**src/rtl/sum_avg_pkg.sv**
```systemverilog
// Shared types and constants for the block averager and its optional max tracker.
package sum_avg_pkg;

  localparam int unsigned LOG2_N_MAX = 6;
  localparam int unsigned DATA_W     = 8;

  typedef enum logic {
    ACCUM = 1'b0,
    HOLD  = 1'b1
  } state_e;

endpackage

```
**src/rtl/sum_block_max.sv**
```systemverilog
// Running maximum of the samples accepted in the current block; clear has priority over en.
module sum_block_max
  import sum_avg_pkg::*;
(
  input  logic              clk,
  input  logic              rst_n,
  input  logic              clear,
  input  logic              en,
  input  logic [DATA_W-1:0] din,
  output logic [DATA_W-1:0] max
);

  logic [DATA_W-1:0] max_q, max_d;

  always_comb begin
    max_d = max_q;
    if (clear) begin
      max_d = '0;
    end else if (en && (din > max_q)) begin
      max_d = din;
    end
  end

  always_ff @(posedge clk) begin
    if (!rst_n) begin
      max_q <= '0;
    end else begin
      max_q <= max_d;
    end
  end

  assign max = max_q;

endmodule

```
**src/rtl/sum_block_avg.sv**
```systemverilog
// Averages blocks of 2^LOG2_N unsigned samples and holds each result until handshaked.
// Define SUM_BLOCK_AVG_MAX_EN to also report the per-block maximum on out_max.
module sum_block_avg
  import sum_avg_pkg::*;
#(
  parameter int unsigned LOG2_N = 3
) (
  input  logic              clk,
  input  logic              rst_n,
  input  logic [DATA_W-1:0] in_data,
  input  logic              in_valid,
  output logic              in_ready,
  input  logic              clr,
  output logic [DATA_W-1:0] out_avg,
  output logic [DATA_W-1:0] out_max,
  output logic              out_valid,
  input  logic              out_ready,
  output logic [5:0]        count
);

  localparam int unsigned ACC_W    = DATA_W + LOG2_N;
  localparam logic [5:0]  LAST_IDX = 6'((1 << LOG2_N) - 1);

  state_e            state_q, state_d;
  logic [ACC_W-1:0]  acc_q, acc_d;
  logic [5:0]        count_q, count_d;
  logic [DATA_W-1:0] out_avg_q, out_avg_d;
  logic              out_valid_q, out_valid_d;

  logic [ACC_W-1:0]  sum;
  logic              abort, accept, done;

  assign abort  = (state_q == ACCUM) && clr;
  assign accept = (state_q == ACCUM) && !clr && in_valid;
  assign done   = accept && (count_q == LAST_IDX);
  assign sum    = acc_q + ACC_W'(in_data);

  always_comb begin
    state_d     = state_q;
    acc_d       = acc_q;
    count_d     = count_q;
    out_avg_d   = out_avg_q;
    out_valid_d = out_valid_q;
    in_ready    = (state_q == ACCUM);
    case (state_q)
      ACCUM: begin
        if (abort) begin
          acc_d   = '0;
          count_d = '0;
        end else if (done) begin
          acc_d       = '0;
          count_d     = '0;
          out_avg_d   = DATA_W'(sum >> LOG2_N);
          out_valid_d = 1'b1;
          state_d     = HOLD;
        end else if (accept) begin
          acc_d   = sum;
          count_d = count_q + 6'd1;
        end
      end
      HOLD: begin
        if (out_ready) begin
          out_valid_d = 1'b0;
          state_d     = ACCUM;
        end
      end
      default: state_d = ACCUM;
    endcase
  end

  always_ff @(posedge clk) begin
    if (!rst_n) begin
      state_q     <= ACCUM;
      acc_q       <= '0;
      count_q     <= '0;
      out_avg_q   <= '0;
      out_valid_q <= 1'b0;
    end else begin
      state_q     <= state_d;
      acc_q       <= acc_d;
      count_q     <= count_d;
      out_avg_q   <= out_avg_d;
      out_valid_q <= out_valid_d;
    end
  end

`ifdef SUM_BLOCK_AVG_MAX_EN
  logic [DATA_W-1:0] run_max;
  logic [DATA_W-1:0] out_max_q, out_max_d;

  sum_block_max u_max (
    .clk   (clk),
    .rst_n (rst_n),
    .clear (abort || done),
    .en    (accept),
    .din   (in_data),
    .max   (run_max)
  );

  // The completing sample is not yet in run_max, so fold it in here.
  always_comb begin
    out_max_d = out_max_q;
    if (done) begin
      out_max_d = (in_data > run_max) ? in_data : run_max;
    end
  end

  always_ff @(posedge clk) begin
    if (!rst_n) begin
      out_max_q <= '0;
    end else begin
      out_max_q <= out_max_d;
    end
  end

  assign out_max = out_max_q;
`else
  assign out_max = '0;
`endif

  assign out_avg   = out_avg_q;
  assign out_valid = out_valid_q;
  assign count     = count_q;

endmodule

```
**config.mk**
```make
export PLATFORM = sky130hd
export DESIGN_NAME = sum_block_avg
export DESIGN_NICKNAME = d
export VERILOG_FILES = /design/src/rtl/sum_avg_pkg.sv /design/src/rtl/sum_block_max.sv /design/src/rtl/sum_block_avg.sv
export SDC_FILE = /design/constraint.sdc
export NUM_CORES = 1
export LEC_CHECK = 0
export BUFFER_PORTS_ARGS = -buffer_cell sky130_fd_sc_hd__buf_4
export CAP_MARGIN = 20
export CORE_MARGIN = 1
export CORE_UTILIZATION = 40
export CTS_BUF_LIST = sky130_fd_sc_hd__clkbuf_16
export DETAILED_ROUTE_END_ITERATION = 16
export GPL_ROUTABILITY_DRIVEN = 0
export PLACE_DENSITY_LB_ADDON = 0.15
export SETUP_SLACK_MARGIN = 0.5
export SYNTH_ARGS = -nofsm -noshare
export SYNTH_HDL_FRONTEND = slang
export SYNTH_HIERARCHICAL = 1
export SYNTH_SLANG_ARGS = --single-unit
```
**constraint.sdc**
```tcl
create_clock -name clk -period 2.38 [get_ports clk]
set_input_delay 0.238 -clock clk [delete_from_list [all_inputs] [get_ports clk]]
set_output_delay 0.238 -clock clk [all_outputs]
set_load 0.05 [all_outputs]
```
# --- Yosys cells after proc, flatten, opt, wreduce, memory -nomap -nowiden ---
# Cells that the tools add are included.
op_classes:
  n_eq_ne: 4
  add_sub_neg: 2
  bitwise: 2
  n_mux: 14
  n_reduce_logical: 9
op_table:
  columns: ["op", "count"]
  rows:
  - ["11-bit 2-to-1 mux", 3]
  - ["6-bit 2-to-1 mux", 3]
  - ["11-bit by 8-bit adder with 11-bit output", 1]
  - ["6-bit by 1-bit adder with 6-bit output, second input constant", 1]
  - ["6-bit by 3-bit equality test with 1-bit output, second input constant", 1]
  - ["1-bit 2-to-1 mux", 6]
  - ["3-bit AND reduction", 2]
  - ["1-bit logical AND", 4]
  - ["2-bit != test, second input constant", 2]
  - ["1-bit case mux with 2 select lines", 2]
  - ["3-bit nonzero test", 1]
  - ["2-bit by 1-bit != test with 1-bit output, second input constant", 1]
  - ["1-bit NOT", 2]
  - ["2-bit AND reduction", 1]
  - ["1-bit zero test", 1]
word_totals:
  reg_bits: 27
  input_bits: 13
  elab_cells: 36
  output_inout_bits: 24

# --- Longest topological paths before layout ---
depth:
  word_depth: 7
  mapped_depth: 6

# --- Worst setup path after synthesis ---
# No wires, ideal clock.
synth_timing:
  path_type: "register -> register"
  start: "register count_q[0] (netlist: count[0])"
  end: "register count_q[3] (netlist: count[3])"
  path_slack_ps: 503
  t_required_ps: 2258
  stages_incl_launch_ff: 6
  setup_time_ps: 122
  arrival_ps: 1756
  cell_sequence: "dfxtp_1 ha_1 nand4bb_1 o21ai_2 nor2_1 o311a_1"
synth_via:
  elab_chain_cells: 4
  word_cells_on_any_way: 8
  cone_classes: "add/sub: 1; eq/ne: 1; mux: 3; reduce/logical: 3"
synth_lines:
  columns: ["element", "line_no", "rtl"]
  rows:
  - ["start, declared", "sum_block_avg.sv:26", "logic [5:0] count_q, count_d;"]
  - ["start signal, assigned", "sum_block_avg.sv:81", "count_q <= count_d;"]
  - ["6-bit by 1-bit adder with 6-bit output / 6-bit by 3-bit equality test with 1-bit output (equally long branches)", "sum_block_avg.sv:58, sum_block_avg.sv:35", null]
  - ["6-bit 2-to-1 mux / 1-bit logical AND (equally long branches)", "sum_block_avg.sv:56, sum_block_avg.sv:35", null]
  - ["6-bit 2-to-1 mux / 3-bit nonzero test (equally long branches)", null, null]
  - ["6-bit 2-to-1 mux / 2-bit AND reduction (equally long branches)", null, null]
# Parallel ways exist; a longest one is shown, timed or not. The select of a mux whose other input is x is not followed.
# A chain may end at the register's enable or synchronous reset.

# --- Worst setup path after layout ---
layout_timing:
  start: "register acc_q[0]"
  end: "register acc_q[4]"
layout_via:
  elab_chain_cells: 4
layout_lines:
  columns: ["element", "line_no", "rtl"]
  rows:
  - ["start, declared", "sum_block_avg.sv:25", "logic [ACC_W-1:0] acc_q, acc_d;"]
  - ["start signal, assigned", "sum_block_avg.sv:74", "acc_q <= '0;"]
  - ["start signal, assigned", "sum_block_avg.sv:80", "acc_q <= acc_d;"]
  - ["11-bit by 8-bit adder with 11-bit output", "sum_block_avg.sv:36", "assign sum = acc_q + ACC_W'(in_data);"]
  - ["11-bit 2-to-1 mux", "sum_block_avg.sv:56", "end else if (accept) begin"]
  - ["11-bit 2-to-1 mux", "sum_block_avg.sv:50", "end else if (done) begin"]
  - ["11-bit 2-to-1 mux", "sum_block_avg.sv:47", "if (abort) begin"]
# Every way passes these cells. The select of a mux whose other input is x is not followed.

==> metrics.yaml <==
drt:
  drc: 0
  ant_nets: 0
  wl_per_cell_microns: 14.8
  drtIter0Drc: 102
  num_vias: 1531
  wirelength_microns: 3990
  viasPerCell: 5.69
  first_pass_iters: 4
global_routing:
  grtUsageTotal_pct: 18.9
  grt_max_degree: 37
  grt_pass1_wl_microns: 6470
  grt_overflow_total: 0
  grt_pass1_vias: 1397
  antenna_found_initial: 0
placed_design:
  dp.cells: 261
  dp_hpwl_microns: 2780
  portBuffers: 28
min_path:
  hold_path.class: "primary input to register"
  hold_depth: 4
setup_path:
  slowest_delay_ns: 0.37
  crit_slowest_cell: "fa_2"
  critPathArrivalTime_ns: 1.97
  worstSetupStartpointType: "register"
  startpoint: "acc_q[0]$_SDFFE_PN0P_"
  crit_end: "acc_q[4]$_SDFFE_PN0P_"
  r2r-end: "acc_q[4]$_SDFFE_PN0P_"
  cp-end-kind: "register"
  worstPathCellList: "ha_4 -> fa_2 -> buf_4 -> a211o_1 -> a21o_1 -> a32oi_1 -> nor2b_1"
  r2r_slack_ns: 0.57
  critPathRequiredTime_ns: 2.54
  crit-reg2reg-launch: "acc_q[0]$_SDFFE_PN0P_"
  worstSetupPathType: "register to register"
  r2r_cells: 7
  path_max_fanout: 2
sta:
  max-slew-margin-rel_pct: 50.2
  fmax_mhz: 552
  rsz0062_at_grt: "no"
  fin_setup_tns_ns: 0
  fin_skew_ns: 0.00422
  layout_min_cycle_time_ns: 1.81
  period_share_pct: 76.1
  holdWs_ns: 0.267
  max_slew.worst_pin.slew_ns: 0.745
  setup_viol: 0
  slew_viol_final: 0
  hold_viol: 0
pwr:
  power_leakage_uw: 0.000815
  ir_worst_vdd_mv: 0.384
  p_int_uw: 754
  combPwrFrac_pct: 17.4
  total_power_uw: 1040
  power.density_mw_per_mm2: 506
  pwr-share-clk_pct: 38.0
  p_sw_uw: 287
  switching_share_pct: 27.6
  pwr-share-seq_pct: 44.6
die:
  die_w_microns: 67.0
  num_io_pins: 37
  rows: 23
  die_y_microns: 67.0
  start_util_pct: 42.0
  die_area_sq_mm: 0.00449
  core_sq_mm: 0.00403
synthesis:
  yosysWarningCount: 6
  yosys.area.top_type: "dfxtp_1"
  syn_area_per_cell_sq_um: 8.90
  ys_ff_latch: 27
  synthTopCellsByCount: "27 x dfxtp_1, 18 x nand3_1, 16 x nand2_1"
  synth_edf_count: 0
  yosysUniqueCellTypes: 54
  synth_cells: 190
  yosysSeqAreaShare_pct: 32.0
  synth_top_area_share_pct: 32.0
  netlist_area_sq_mm: 0.00169
  synth_ff_type: "dfxtp_1"
  async_flop_share_pct: 0
  ys_top_cells_by_area: "dfxtp_1 32%, ha_1 6.7%, nand3_1 5.3%"
  post-synth-top-count-cell: "dfxtp_1"
cells_and_area:
  final-instance-count-excl-fill: 269
  synthToLayoutAreaGrowth_pct: 21.8
  drive_above_1_share_pct: 26.9
  n_antenna_cell: 0
  finalNetCount: 243
  final.fill_count: 399
clock_network:
  clk_pin_slew_worst_paths_ns: 0.07
  cts-root-buf: "clkbuf_16"
  cts_buffer_depth: 2
  numClockSinks: 27
  cts_tree: "done"
  cts_made_buffers: 3
  hold_buffers: 0
  clkLatencyLatePin_ns: 0.27
  cts.htree.levels: 1
run:
  max_cap_violations: 0
status:
  status: "finished clean"
how the worst min path moves through the flow:
stage	startpoint	to	slack [ns]
2_1_floorplan	out_ready	out_valid$_SDFFE_PN0P_	0.44
3_3_place_gp	out_avg[1]$_SDFFE_PN0P_	out_avg[1]$_SDFFE_PN0P_	0.44
3_5_place_dp	out_avg[1]$_SDFFE_PN0P_	out_avg[1]$_SDFFE_PN0P_	0.45
4_1_cts	out_ready	out_valid$_SDFFE_PN0P_	0.27
5_1_grt	out_ready	out_valid$_SDFFE_PN0P_	0.29
6_report	out_ready	out_valid$_SDFFE_PN0P_	0.27
sequential cells by signal, indices dropped and copies added, names as in the netlist:
| register | cells |
|---|---|
| acc_q | 11 |
| out_avg | 8 |
| count | 6 |
| out_valid | 1 |
| state_q | 1 |
worst max-delay path, delay by kind of cell (launching register included):
kind                       cells  cell delay (ns)
AOI/OAI and AO/OA              3             0.63
and+or+nand+nor                1             0.06
buffers and inverters          1             0.15
adders and majority gates      2             0.53
DFF                            1             0.34
power by group through the flow:
stage	registers (uW)	clock network [uW]	logic, uW
after detailed placement	474	0	169
after global routing	465	424	197
after CTS	464	407	176
final	464	395	181
after floorplan	477	0	137
after global placement	474	0	165
cell families after synthesis:
family | after synthesis | share of synthesized area, %
and+or+nand+nor | 69 | 24.4
AOI/OAI and AO/OA | 58 | 25.8
DFF | 27 | 32.0
buffers and inverters | 22 | 8.22
adders and majority gates | 10 | 7.85
xor gates and xnor gates | 3 | 1.55
other | 1 | 0.222
layer usage:
metal | up-vias | track usage (%) | wire length [microns]
li1 | 758 | - | -
met1 | 733 | 25.9 | 1930
met2 | 36 | 30.6 | 1850
met3 | 4 | 2.57 | 178
met4 | 0 | 4.79 | 31
met5 | - | 0 | 0
stage by stage:
stage / setup slack, ns / utilization, % / instance area [sq um]
after floorplan: 0.503 / - / 1720
after global placement: 0.363 / 46.8 / 1880
after detailed placement: 0.298 / 46.8 / 1880
after CTS: 0.503 / 50.0 / 2010
after global routing: 0.502 / 51.1 / 2060
final: 0.569 / 51.1 / 2060
placed cells by master, fill, tap and decap left out, drive strengths merged, types with 3 or more instances in the layout:
cell type  count
a211o          6
a211oi         4
a21boi         4
a21o           3
a21oi          6
a22oi          4
and2           4
buf           33
clkbuf         3
conb           8
dfxtp         27
ha             9
inv            7
nand2         16
nand3         19
nand4          6
nor2b          7
nor3           3
o211ai         4
o21ai         14
o311ai         4
or2            3
repair_timing:
action	in CTS	in global routing
endpoints found under the setup margin	4	6
buffers inserted	4	0
resized for setup	4	7
pin swaps	7	6
final cells by class:
class                      count  area (sq um)  share of cell area [%]
inverter                       7          26.3                    1.28
timing repair buffer          33           248                    12.0
multi-input combinational    148          1100                    53.3
sequential                    27           542                    26.3
clock inverter                 1          7.51                   0.365
clock buffer                   3          75.1                    3.65
tap                           50          62.6                    3.04
No activity file was read; power rests on OpenSTA's default activity.
